--- src/rtl/event_stream_serializer.sv ---
// event_stream_serializer: frames spike flags and event codes into checksummed byte packets
module event_stream_serializer #(
  parameter int NUM_UNITS = 8
) (
  input  logic                   clk,
  input  logic                   rst_n,
  input  logic [NUM_UNITS-1:0]   spike_detection_array,
  input  logic [2*NUM_UNITS-1:0] event_out_array,
  output logic [7:0]             serial_data_out,
  output logic                   serial_valid,
  input  logic                   serial_ready,
  output logic                   busy,
  output logic                   overflow
);
  localparam int EB = NUM_UNITS / 4;
  localparam int SB = NUM_UNITS / 8;
  typedef enum logic [2:0] {IDLE, SYNC, SEQ, EVT, SPK, CSUM} state_t;
  state_t state, state_n;
  logic [2*NUM_UNITS-1:0] snap_evt, pend_evt, t_evt, evt_sh;
  logic [NUM_UNITS-1:0]   snap_spk, pend_spk, t_spk, spk_sh, clash;
  logic [7:0]             seq, csum;
  logic [3:0]             cnt;
  logic                   xfer, trig, last;
  assign t_evt = pend_evt | event_out_array;
  assign t_spk = pend_spk | spike_detection_array;
  assign trig = |t_evt || |t_spk;
  assign xfer = serial_valid && serial_ready;
  assign evt_sh = snap_evt >> {cnt, 3'b000};
  assign spk_sh = snap_spk >> {cnt, 3'b000};
  assign last = (state == EVT) ? cnt == 4'(EB - 1) : cnt == 4'(SB - 1);
  assign serial_valid = state != IDLE;
  assign busy = state != IDLE;
  for (genvar i = 0; i < NUM_UNITS; i++) begin : g_clash
    assign clash[i] = |pend_evt[2*i +: 2] && |event_out_array[2*i +: 2];
  end
  // byte presented for the current state; state only moves on a transfer so this holds under stall
  always_comb begin
    serial_data_out = state == SYNC ? 8'hA5 :
                      state == SEQ  ? seq :
                      state == EVT  ? evt_sh[7:0] :
                      state == SPK  ? spk_sh[7:0] :
                      state == CSUM ? csum : 8'h00;
  end
  // state register
  always_ff @(posedge clk or negedge rst_n) begin
    if (!rst_n) state <= IDLE;
    else state <= state_n;
  end
  // next-state: IDLE starts on any captured content, other states advance per transferred byte
  always_comb begin
    state_n = state;
    if (state == IDLE) state_n = trig ? SYNC : IDLE;
    else if (xfer) begin
      unique case (state)
        SYNC:    state_n = SEQ;
        SEQ:     state_n = EVT;
        EVT:     state_n = last ? SPK : EVT;
        SPK:     state_n = last ? CSUM : SPK;
        default: state_n = IDLE;
      endcase
    end
  end
  // snapshot/pending capture, checksum, byte counter, sequence number and sticky overflow
  always_ff @(posedge clk or negedge rst_n) begin
    if (!rst_n) begin
      snap_evt <= '0;
      snap_spk <= '0;
      pend_evt <= '0;
      pend_spk <= '0;
      seq      <= '0;
      csum     <= '0;
      cnt      <= '0;
      overflow <= 1'b0;
    end else begin
      if (state == IDLE) begin
        if (trig) begin
          snap_evt <= t_evt;
          snap_spk <= t_spk;
          pend_evt <= '0;
          pend_spk <= '0;
          csum     <= '0;
        end
      end else begin
        pend_evt <= t_evt;
        pend_spk <= t_spk;
        if (|clash) overflow <= 1'b1;
      end
      if (xfer) begin
        csum <= csum ^ serial_data_out;
        cnt  <= ((state == EVT || state == SPK) && !last) ? cnt + 4'd1 : 4'd0;
        if (state == CSUM) seq <= seq + 8'd1;
      end
    end
  end
endmodule

--- config.mk ---
export PLATFORM = sky130hd
export DESIGN_NAME = event_stream_serializer
export DESIGN_NICKNAME = d
export VERILOG_FILES = /design/src/rtl/event_stream_serializer.sv
export SDC_FILE = /design/constraint.sdc
export NUM_CORES = 1
export LEC_CHECK = 0
export ABC_AREA = 1
export CELL_PAD_IN_SITES_DETAIL_PLACEMENT = 1
export CELL_PAD_IN_SITES_GLOBAL_PLACEMENT = 1
export CORE_MARGIN = 2
export CORE_UTILIZATION = 45
export DETAILED_ROUTE_END_ITERATION = 10
export PLACE_DENSITY_LB_ADDON = 0.1
export SLEW_MARGIN = 20
export SYNTH_ARGS = -nofsm -noshare
export SYNTH_HDL_FRONTEND = slang
export SYNTH_SLANG_ARGS = --single-unit
--- constraint.sdc ---
create_clock -name clk -period 4.5 [get_ports clk]
set_input_delay 1.125 -clock clk [delete_from_list [all_inputs] [get_ports clk]]
set_output_delay 1.125 -clock clk [all_outputs]
set_load 0.01 [all_outputs]
## Word-level counts from Yosys, hierarchy flattened

Cells that the tools add are included.

- Flip-flop bits (word level): 72
- Latch bits: 0
- Memory bits (writable): 0
- Bits in read-only memories: 0
- Logic and storage cells: 84
- Memories kept: 0

- Add/subtract/negate cells: 2
- $mul: 0
- Div/mod/pow operators: 0
- Magnitude comparators: 0
- Equal/unequal tests: 7
- Shift operators: 2
- Multiplexer cells: 19
- Bitwise operators: 4
- Reduce and logical (&&, ||, !) cells: 41

Operators with widths:

| kind | number |
|---|---|
| 8-bit 2-to-1 mux | 9 |
| 16-bit 2-to-1 mux | 2 |
| 2-bit OR reduction | 16 |
| 16-bit bitwise OR | 1 |
| 16-bit OR reduction | 1 |
| 8-bit OR reduction | 2 |
| 16-bit by 7-bit right shift with 8-bit output | 1 |
| 3-bit one-hot mux with 4 select lines | 1 |
| 1-bit logical AND | 10 |
| 3-bit 2-to-1 mux | 3 |
| 8-bit by 1-bit adder with 8-bit output (second input constant) | 1 |
| 8-bit bitwise OR | 1 |
| 2-bit AND reduction | 4 |
| 8-bit by 7-bit right shift with 8-bit output | 1 |
| 8-bit bitwise XOR | 1 |
| 3-bit by 2-bit equality test with 1-bit output (second input constant) | 2 |
| 3-bit equality test (second input constant) | 2 |
| 4-bit by 1-bit adder with 4-bit output (second input constant) | 1 |
| 4-bit by 1-bit equality test with 1-bit output (second input constant) | 1 |
| 4-bit logical NOT | 1 |
| 4-bit 2-to-1 mux | 1 |
| 2-bit nonzero test | 2 |
| 3-bit by 1-bit equality test with 1-bit output (second input constant) | 1 |
| 3-bit logical NOT | 1 |
| 6 further kinds | 9 |

## Longest topological paths before layout

Gate-level depths: netlist of run 1.

- Depth in word-level cells: 8
- Mapped depth: 11

## Worst setup path after synthesis of run 1

OpenSTA, ideal clock, no wires.

- Path type: reg2out
- From: reg state[2]
- To: out serial_data_out[3]
- Arrival time: 1.179 ns
- Setup slack: 2.196 ns
- Cell stages (with the launch flop): 9
- Path buffers: 1
- Cells stage by stage: dfrtp_1 -> buf_4 -> inv_2 -> nand3_1 -> nor2_4 -> nand2_1 -> nand3b_1 -> nand2_1 -> inv_2

- Longest elaborated chain between the ends: 6
- Elaborated cells on any way between the ends: 10

RTL lines:

| what | line | text |
|---|---|---|
| start, declared | 18 | `state_t state, state_n;` |
| start signal, assigned | 47 | `else state <= state_n;` |
| 3-bit equality test | 42 | `state == CSUM ? csum : 8'h00;` |
| 8-bit 2-to-1 mux | 42 |  |
| 8-bit 2-to-1 mux | 41 | `state == SPK ? spk_sh[7:0] :` |
| 8-bit 2-to-1 mux | 40 | `state == EVT ? evt_sh[7:0] :` |
| 8-bit 2-to-1 mux | 39 | `state == SEQ ? seq :` |
| 8-bit 2-to-1 mux * | 38 | `serial_data_out = state == SYNC ? 8'hA5 :` |
| end, declared | 9 | `output logic [7:0] serial_data_out,` |

Every way passes the cells marked *; elsewhere a longest branch is shown, timed or not.

## Worst setup path in the final report of run 1

- From: reg cnt[1]
- To: out serial_data_out[0]

- Longest elaborated chain between the ends: 5
- Elaborated cells on any way between the ends: 6

RTL lines:

| what | line | text |
|---|---|---|
| start, declared | 22 | `logic [3:0] cnt;` |
| start signal, assigned | 90 | `cnt <= ((state == EVT \|\| state == SPK) && !last) ? cnt + 4'd1 : 4'd0;` |
| 8-bit by 7-bit right shift with 8-bit output | 29 | `assign spk_sh = snap_spk >> {cnt, 3'b000};` |
| 8-bit 2-to-1 mux | 41 |  |
| 8-bit 2-to-1 mux * | 40 |  |
| 8-bit 2-to-1 mux * | 39 |  |
| 8-bit 2-to-1 mux * | 38 |  |

Marks and branches as above.

==> results.sh, run 1 <==
export IMPL_m1WireLength_um=4240
export IMPL_clock_latency_ns=0.36
export IMPL_total_power_mw=2.73
export IMPL_wl_met2_um=4610
export IMPL_overflow=0
export IMPL_avgSynthCellArea_um2=7.88
export IMPL_cts_buffers=9
export IMPL_cts_tree="done"
export IMPL_synthesis_nets=489
export IMPL_n_antenna_cell=0
export IMPL_holdCritPathClass="reg2reg"
export IMPL_crit_fanout=7
export IMPL_crit_family="simple AND/OR/NAND/NOR gates"
export IMPL_postCtsSetupRepairBufs=0
export IMPL_std_cell_rows=32
export IMPL_power_density_nw_per_um2=648
export IMPL_setup_viol=0
export IMPL_yosysSeqAreaShare=0.499
export IMPL_ys_types=32
export IMPL_cp_slowest_stage_delay_ns=0.55
export IMPL_port_buffers=37
export IMPL_viasPerCell=5.17
export IMPL_reg2reg_from="state[0]"
export IMPL_placeableCoreArea_um2=7730
export IMPL_route_detailed_drc=0
export IMPL_dr_total_vias=3098
export IMPL_netlist_instances=458
export IMPL_cp_end_kind="primary output"
export IMPL_max_freq_mhz=285
export IMPL_cts_hold_buf=0
export IMPL_cts_sinks=72
export IMPL_crit_chain="inv_1, nand2_1, nor2_1, nand3_1, nand4_1, clkdlybuf4s50_1"
export IMPL_post_route_util=0.545
export IMPL_hold_viol=0
export IMPL_gp_congestion=0.840
export IMPL_period_needed_ns=3.51
export IMPL_first_pass_iters=4
export IMPL_first_global_vias=3309
export IMPL_drive_above_1_share=0.0785
export IMPL_dp_cells=583
export IMPL_finalNonFillerCells=599
export IMPL_grt_usage=0.236
export IMPL_synth_area_um2=3610
export IMPL_crit_type="reg2out"
export IMPL_finalClockSkew_ns=0.0126
export IMPL_grt_pass1_wl_um=15900
export IMPL_hold_start="overflow"
export IMPL_drt_initial_drc_count=71
export IMPL_power_leakage_nw=2.04
export IMPL_antenna_found_initial=0
export IMPL_post_route_period_util=0.780
export IMPL_status="finished clean"
export IMPL_cts_path_max_buffers=2
export IMPL_ir_worst_vdd_mv=0.362
export IMPL_cts_root_buf="clkbuf_8"
export IMPL_finalMaxSlewViolations=0
export IMPL_final_cell_mix="nand2_1, nor2_1, dfrtp_1"
export IMPL_highest_layer="met4"
export IMPL_grt_max_degree=58
export IMPL_drt_wl_total_um=9350
export IMPL_worstMarginPinSlew_ns=0.948
export IMPL_syn_to_final_growth_pct=16.9
export IMPL_ios=38
export IMPL_htree_num_levels=3
export IMPL_ys_warn_count=0
export IMPL_start_util=0.467
export IMPL_clk_pin_slew_ns=0.08
export IMPL_cts_resized=0
export IMPL_critical_path_slowest_cell="clkdlybuf4s50_1"
export IMPL_dpl_hpwl_um=6830
export IMPL_cp_arrival_ns=2.38
export IMPL_layout_commonest_cell="nand2_1"
export IMPL_start_kind="flop"
export IMPL_die_w_um=93.5
export IMPL_maxSlewHeadroom=0.366
export IMPL_cp_num_buf_inv=2
export IMPL_die_h_um=93.5
export IMPL_wl_met3_um=229
export IMPL_maxCapViolCount=0
export IMPL_dieArea_um2=8750
export IMPL_antenna_left=0
export IMPL_setup_tns_ns=0
export IMPL_crit_start="cnt[1]"
export IMPL_wl_per_cell_um=15.6
export IMPL_required_ns=3.38
export IMPL_rsz0062_at_grt="no"
export IMPL_fin_nets=523
export IMPL_synth_seq_cells=72
-- metrics by stage --
step	setup WS, ns	cell area (um^2)	hold slack (ns)
floorplan	2.20	3610	0.453
global placement	1.21	4010	0.449
detailed placement	1.14	4010	0.458
CTS	0.972	4220	0.479
global route	0.797	4220	0.519
finish	0.991	4220	0.471
-- logic make-up after synthesis --
logic type | after synthesis | synth area share
compound gates | 44 | 0.0645
xor+xnor | 9 | 0.0219
fa+ha+maj | 4 | 0.0139
buf+inv | 49 | 0.0659
flops | 72 | 0.499
simple gates | 280 | 0.334
-- cells in the mapped netlist --
| library cell | instances | area share |
|---|---|---|
| nor2_1 | 98 | 0.10 |
| nor2_8 | 1 | 0.0055 |
| inv_2 | 8 | 0.0083 |
| nand3b_1 | 6 | 0.012 |
| nor3_1 | 2 | 0.0028 |
| clkbuf_1 | 2 | 0.0021 |
| buf_4 | 3 | 0.0062 |
| nor3_2 | 1 | 0.0028 |
| nand2_1 | 121 | 0.13 |
| xor2_1 | 9 | 0.022 |
| o2111ai_1 | 1 | 0.0024 |
| nand3_1 | 32 | 0.044 |
| clkinv_1 | 1 | 0.0010 |
| dfrtp_1 | 72 | 0.50 |
| o21ai_0 | 32 | 0.044 |
| nand2_4 | 1 | 0.0031 |
| ha_1 | 4 | 0.014 |
| nand2_2 | 3 | 0.0052 |
| buf_6 | 5 | 0.016 |
| o211ai_1 | 2 | 0.0042 |
| o21ai_1 | 4 | 0.0055 |
| a21oi_1 | 2 | 0.0028 |
| buf_1 | 2 | 0.0021 |
| nor3b_2 | 1 | 0.0035 |
| clkinv_2 | 1 | 0.0014 |
| buf_2 | 3 | 0.0042 |
| o22ai_1 | 3 | 0.0052 |
| nand3_2 | 1 | 0.0028 |
| nor2_4 | 1 | 0.0031 |
| inv_1 | 24 | 0.025 |
| or2_2 | 3 | 0.0052 |
| nand4_1 | 9 | 0.016 |
-- final cells by class --
type                    count  area, um^2
inverters                  34         129
well taps                 102         128
clock inverters             7        80.1
repair buffers             38         385
flip-flops and latches     72        1800
fillers                   951        3510
multi-input cells         337        1570
clock buffers               9         124
-- power breakdown --
part,internal (mW),switching (mW),leakage (nW)
Clock,0.263,0.280,0.102
Combinational,0.397,0.667,1.08
Sequential,0.936,0.190,0.861
Total,1.60,1.14,2.04
-- registers in the layout (all words and copies together), names as in the netlist --
name and flops:
pend_evt 16, snap_evt 16, csum 8, pend_spk 8
seq 8, snap_spk 8, cnt 4, state 3
overflow 1
-- worst min-delay path, cell delays in order (launching register included) --
cell,delay [ns]
dfrtp_1,0.35
inv_1,0.04
nand2_1,0.05
-- per-layer routing --
metal  GRT usage  vias to the layer above
met2       0.399                       51
met5           0                        -
li1            -                     1526
met4      0.0966                        0
met3      0.0411                       20
met1       0.299                     1501
-- final timing paths --
path | end | slack [ns] | cells after the start
setup / recovery | serial_data_out[0] | 0.99 | 6
hold / removal | overflow | 0.47 | 2
setup reg to reg | snap_evt[11] | 2.29 | 6
hold reg to reg | overflow | 0.47 | 2
max in group asynchronous | pend_spk[2] | 2.90 | 2
min in group asynchronous | cnt[2] | 0.91 | 1
Power figures use the tool's default switching activity.
==> inputs of run 2 (changes only) <==
Settings changed: CORE_UTILIZATION 45 to 38.
Clock period 4.5 ns to 3 ns, I/O delays scaled along.
==> results.sh, run 2 (synthesis results as in run 1) <==
export IMPL_status="finished clean"
export IMPL_cp_arrival_ns=2.15
export IMPL_dp_cells=615
export IMPL_antenna_left=0
export IMPL_period_needed_ns=2.90
export IMPL_p_sw_frac=0.409
export IMPL_p_int_mw=2.42
export IMPL_crit_chain="buf_4, nor2_1, nand3_1, nor2_1, nor2_1, nand3_1, clkdlybuf4s50_1"
export IMPL_cpMostUsedCell="nor2_1"
export IMPL_hold_viol=0
export IMPL_highest_layer="met4"
export IMPL_setup_viol=0
export IMPL_layout_commonest_cell="nand2_1"
export IMPL_fillCellCount=1116
export IMPL_post_route_util=0.470
export IMPL_finalClockSkew_ns=0.00589
export IMPL_r2r_cells=8
export IMPL_switching_power_mw=1.68
export IMPL_cts_sinks=72
export IMPL_first_global_vias=3205
export IMPL_grt_usage=0.199
export IMPL_clk_pin_slew_ns=0.08
export IMPL_grt_max_degree=49
export IMPL_gp_congestion=0.861
export IMPL_dieArea_um2=10300
export IMPL_wl_per_cell_um=15.0
export IMPL_viasPerCell=4.83
export IMPL_cp_end_kind="primary output"
export IMPL_power_leakage_nw=2.09
export IMPL_drt_wl_total_um=9500
export IMPL_critical_path_slowest_cell="clkdlybuf4s50_1"
export IMPL_holdWs_ns=0.413
export IMPL_port_buffers=37
export IMPL_final_cell_mix="nand2_1, nor2_1, dfrtp_1"
export IMPL_crit_fanout=9
export IMPL_clockPowerShare=0.185
export IMPL_start_kind="flop"
export IMPL_cp_slowest_stage_delay_ns=0.55
export IMPL_finalNonFillerCells=635
export IMPL_clock_latency_ns=0.35
export IMPL_dpl_hpwl_um=7200
export IMPL_cts_buffers=9
export IMPL_wl_met2_um=4440
export IMPL_rsz0062_at_grt="no"
export IMPL_grt_pass1_wl_um=15800
export IMPL_antenna_found_initial=0
export IMPL_overflow=0
export IMPL_std_cell_rows=35
export IMPL_syn_to_final_growth_pct=20.4
export IMPL_required_ns=2.25
export IMPL_share_seq_of_total_power=0.408
export IMPL_holdCritPathClass="in2async"
export IMPL_placeableCoreArea_um2=9240
export IMPL_start_util=0.390
export IMPL_route_detailed_drc=0
export IMPL_worstMarginPinSlew_ns=0.624
export IMPL_drt_initial_drc_count=103
export IMPL_cts_path_max_buffers=2
export IMPL_maxCapViolCount=0
export IMPL_reg_largest_list="pend_evt (16), snap_evt (16)"
export IMPL_first_pass_iters=4
export IMPL_ios=38
export IMPL_finalMaxSlewViolations=0
export IMPL_crit_family="buffers and inverters"
export IMPL_cts_root_buf="clkbuf_8"
export IMPL_setup_tns_ns=0
export IMPL_setup_ws_ns=0.0994
export IMPL_dr_total_vias=3068
export IMPL_combinationalPowerShare=0.408
export IMPL_die_h_um=101
export IMPL_drive_above_1_share=0.111
export IMPL_cp_num_buf_inv=2
export IMPL_cts_tree="done"
export IMPL_reg2reg_from="state[1]"
export IMPL_crit_type="reg2out"
export IMPL_wl_met3_um=249
export IMPL_r2r_end="snap_evt[8]"
export IMPL_post_route_period_util=0.967
export IMPL_max_freq_mhz=345
export IMPL_htree_num_levels=3
export IMPL_r2r_slack_ns=1.22
export IMPL_n_antenna_cell=0
export IMPL_die_w_um=101
export IMPL_m1WireLength_um=4690
export IMPL_fin_nets=532
export IMPL_pre_cts_slack_ns=0.277
export IMPL_power_density_nw_per_um2=944
export IMPL_ir_worst_vdd_mv=0.388
export IMPL_maxSlewHeadroom=0.584
run 2: layout make-up:
class                           count  area (um^2)  share of cell area
Sequential cell                    72         1810               0.416
Clock inverter                      6         60.1              0.0138
Clock buffer                       10          128              0.0294
Tap cell                          129          161              0.0372
Multi-Input combinational cell    337         1590               0.366
Timing Repair Buffer               47          468               0.108
Inverter                           34          131              0.0303
run 2: how the worst max path moves through the flow:
stage / start / end / slack [ns] / cells past startpoint
after global placement: state[2] / serial_data_out[3] / 0.35 / 7
after global routing: cnt[0] / serial_data_out[2] / 0.003 / 7
after floorplan: state[2] / serial_data_out[3] / 1.07 / 8
after CTS: state[0] / serial_data_out[3] / 0.006 / 8
after detailed placement: state[2] / serial_data_out[3] / 0.28 / 7
final: cnt[0] / serial_data_out[2] / 0.1 / 7
run 2: worst register-to-register path, cell delays in order (launching register included):
cell and delay [ns]:
dfrtp_2 0.46, inv_2 0.16, nand2_4 0.08, nor2_8 0.10, buf_4 0.30, nand2_2 0.11
buf_4 0.25, nand2_1 0.10, o21ai_0 0.08
run 2: power groups by stage:
stage,combinational (mW),sequential [mW],clock [mW]
final,1.67,1.67,0.756
after global routing,1.91,1.73,0.820
after CTS,1.69,1.67,0.784
after detailed placement,1.68,1.69,0
after global placement,1.63,1.67,0
after floorplan,1.20,1.59,0
run 2: routing by layer:
metal | up-vias | track usage
li1 | 1543 | -
met1 | 1474 | 0.275
met2 | 39 | 0.323
met3 | 12 | 0.0393
met4 | 0 | 0.0499
met5 | - | 0
run 2: stage by stage:
stage                     cell area (um^2)  power, mW
after detailed placement              4080       3.37
after global routing                  4340       4.46
after floorplan                       3610       2.79
after CTS                             4280       4.14
final                                 4340       4.10
after global placement                4080       3.30
run 2: timing repair:
action	4_1_cts	5_1_grt
gates resized for setup	3	10
hold buffers	0	0
pin swaps	0	2
setup buffers	0	4
setup endpoints to repair	8	7
==> inputs of run 3 (changes only) <==
Settings changed: CTS_CLUSTER_DIAMETER from default to 100, GPL_TIMING_DRIVEN from default to 0.
==> results.sh, run 3 (synthesis results as in run 1) <==
export IMPL_wl_met2_um=4980
export IMPL_cts_hold_buf=0
export IMPL_gp_congestion=0.831
export IMPL_cp_arrival_ns=2.12
export IMPL_setup_tns_ns=0
export IMPL_finalMaxSlewViolations=0
export IMPL_port_buffers=37
export IMPL_final_cell_mix="nand2_1, nor2_1, dfrtp_1"
export IMPL_wl_met3_um=215
export IMPL_route_detailed_drc=0
export IMPL_layout_commonest_cell="nand2_1"
export IMPL_setup_ws_ns=0.131
export IMPL_ios=38
export IMPL_antenna_left=0
export IMPL_max_freq_mhz=349
export IMPL_power_leakage_nw=2.19
export IMPL_htree_num_levels=3
export IMPL_cts_tree="done"
export IMPL_required_ns=2.25
export IMPL_period_needed_ns=2.87
export IMPL_worstMarginPinSlew_ns=0.437
export IMPL_overflow=0
export IMPL_pre_cts_slack_ns=0.171
export IMPL_syn_to_final_growth_pct=23.8
export IMPL_die_w_um=101
export IMPL_crit_type="reg2out"
export IMPL_placeableCoreArea_um2=9240
export IMPL_grt_max_degree=50
export IMPL_viasPerCell=4.93
export IMPL_wl_per_cell_um=15.5
export IMPL_ir_worst_vdd_mv=0.380
export IMPL_first_global_vias=3323
export IMPL_dpl_hpwl_um=7560
export IMPL_start_kind="flop"
export IMPL_cts_sinks=72
export IMPL_dieArea_um2=10300
export IMPL_finalClockSkew_ns=0.0122
export IMPL_reg_largest_list="pend_evt (16), snap_evt (16)"
export IMPL_n_antenna_cell=0
export IMPL_cts_root_buf="clkbuf_8"
export IMPL_first_pass_iters=6
export IMPL_hold_viol=0
export IMPL_finalNonFillerCells=643
export IMPL_dr_total_vias=3167
export IMPL_drt_wl_total_um=10000
export IMPL_clock_latency_ns=0.36
export IMPL_clk_pin_slew_ns=0.08
export IMPL_drt_initial_drc_count=117
export IMPL_total_power_mw=4.36
export IMPL_fin_nets=540
export IMPL_highest_layer="met4"
export IMPL_cp_end_kind="primary output"
export IMPL_drive_above_1_share=0.119
export IMPL_grt_usage=0.212
export IMPL_std_cell_rows=35
export IMPL_antenna_found_initial=0
export IMPL_setup_viol=0
export IMPL_power_density_nw_per_um2=977
export IMPL_cts_path_max_buffers=2
export IMPL_grt_pass1_wl_um=16700
export IMPL_holdCritPathClass="in2async"
export IMPL_maxSlewHeadroom=0.709
export IMPL_m1WireLength_um=4640
export IMPL_start_util=0.390
export IMPL_r2r_cells=10
export IMPL_dp_cells=625
export IMPL_crit_fanout=10
export IMPL_cts_buffers=9
export IMPL_die_h_um=101
export IMPL_status="finished clean"
export IMPL_maxCapViolCount=0
export IMPL_post_route_period_util=0.956
run 3: cell count changes in the layout (fill, tap and decap cells not counted), sizes merged:
cell,before,now
clkbuf,10,12
bufinv,1,2
buf,11,17
clkdlybuf4s50,35,33
clkinv,5,3
dlymetal6s2s,1,3
inv,32,33
run 3: stage by stage:
| stage | cell area, um^2 | utilization | hold WS, ns |
|---|---|---|---|
| after floorplan | 3610 | - | 0.453 |
| after global routing | 4470 | 0.483 | 0.309 |
| final | 4470 | 0.483 | 0.294 |
| after detailed placement | 4160 | 0.451 | 0.463 |
| after CTS | 4410 | 0.477 | 0.297 |
| after global placement | 4140 | 0.448 | 0.448 |
run 3: area by class of cell:
cell class	instances	area [um^2]
plain buffers	15	111
clock inverters	6	92.6
flip-flops and latches	72	1800
inverters	34	131
clock buffers	10	128
well taps	129	161
fillers	1138	4770
multi-input cells	337	1620
repair buffers	40	418
run 3: path summary, 6_finish.rpt:
path / slack (ns) / end / from
hold / removal: 0.29 / cnt[3] / rst_n
setup reg to reg: 1.20 / cnt[3] / state[1]
min in group clk: 0.48 / overflow / overflow
hold reg to reg: 0.48 / overflow / overflow
max in group asynchronous: 2.14 / pend_spk[7] / rst_n
setup / recovery: 0.13 / serial_data_out[5] / cnt[0]
run 3: power breakdown:
part | total, mW | switching (mW) | leakage [nW] | internal (mW)
combinational | 1.81 | 1.10 | 1.23 | 0.710
clock | 0.887 | 0.414 | 0.103 | 0.473
sequential | 1.67 | 0.265 | 0.858 | 1.40
run 3: timing repair:
| item | CTS | global route |
|---|---|---|
| gates resized for setup | 7 | 14 |
| buffers inserted | 0 | 2 |
| pin swaps | 1 | 4 |
| hold endpoints to repair | 0 | 0 |
| setup endpoints to repair | 7 | 7 |
run 3: worst max-delay path, cell delays in order, from the launching register on:
cell and delay [ns]:
dfrtp_1 0.43, inv_2 0.16, buf_4 0.21, nand4_1 0.12, nor2_1 0.15, nor2_1 0.06, nand2_1 0.10, clkdlybuf4s50_1 0.54
run 3: layer usage:
| metal | GRT usage | up-vias |
|---|---|---|
| met4 | 0.0717 | 0 |
| met2 | 0.367 | 37 |
| met3 | 0.0262 | 14 |
| met5 | 0 | - |
| li1 | - | 1555 |
| met1 | 0.275 | 1561 |
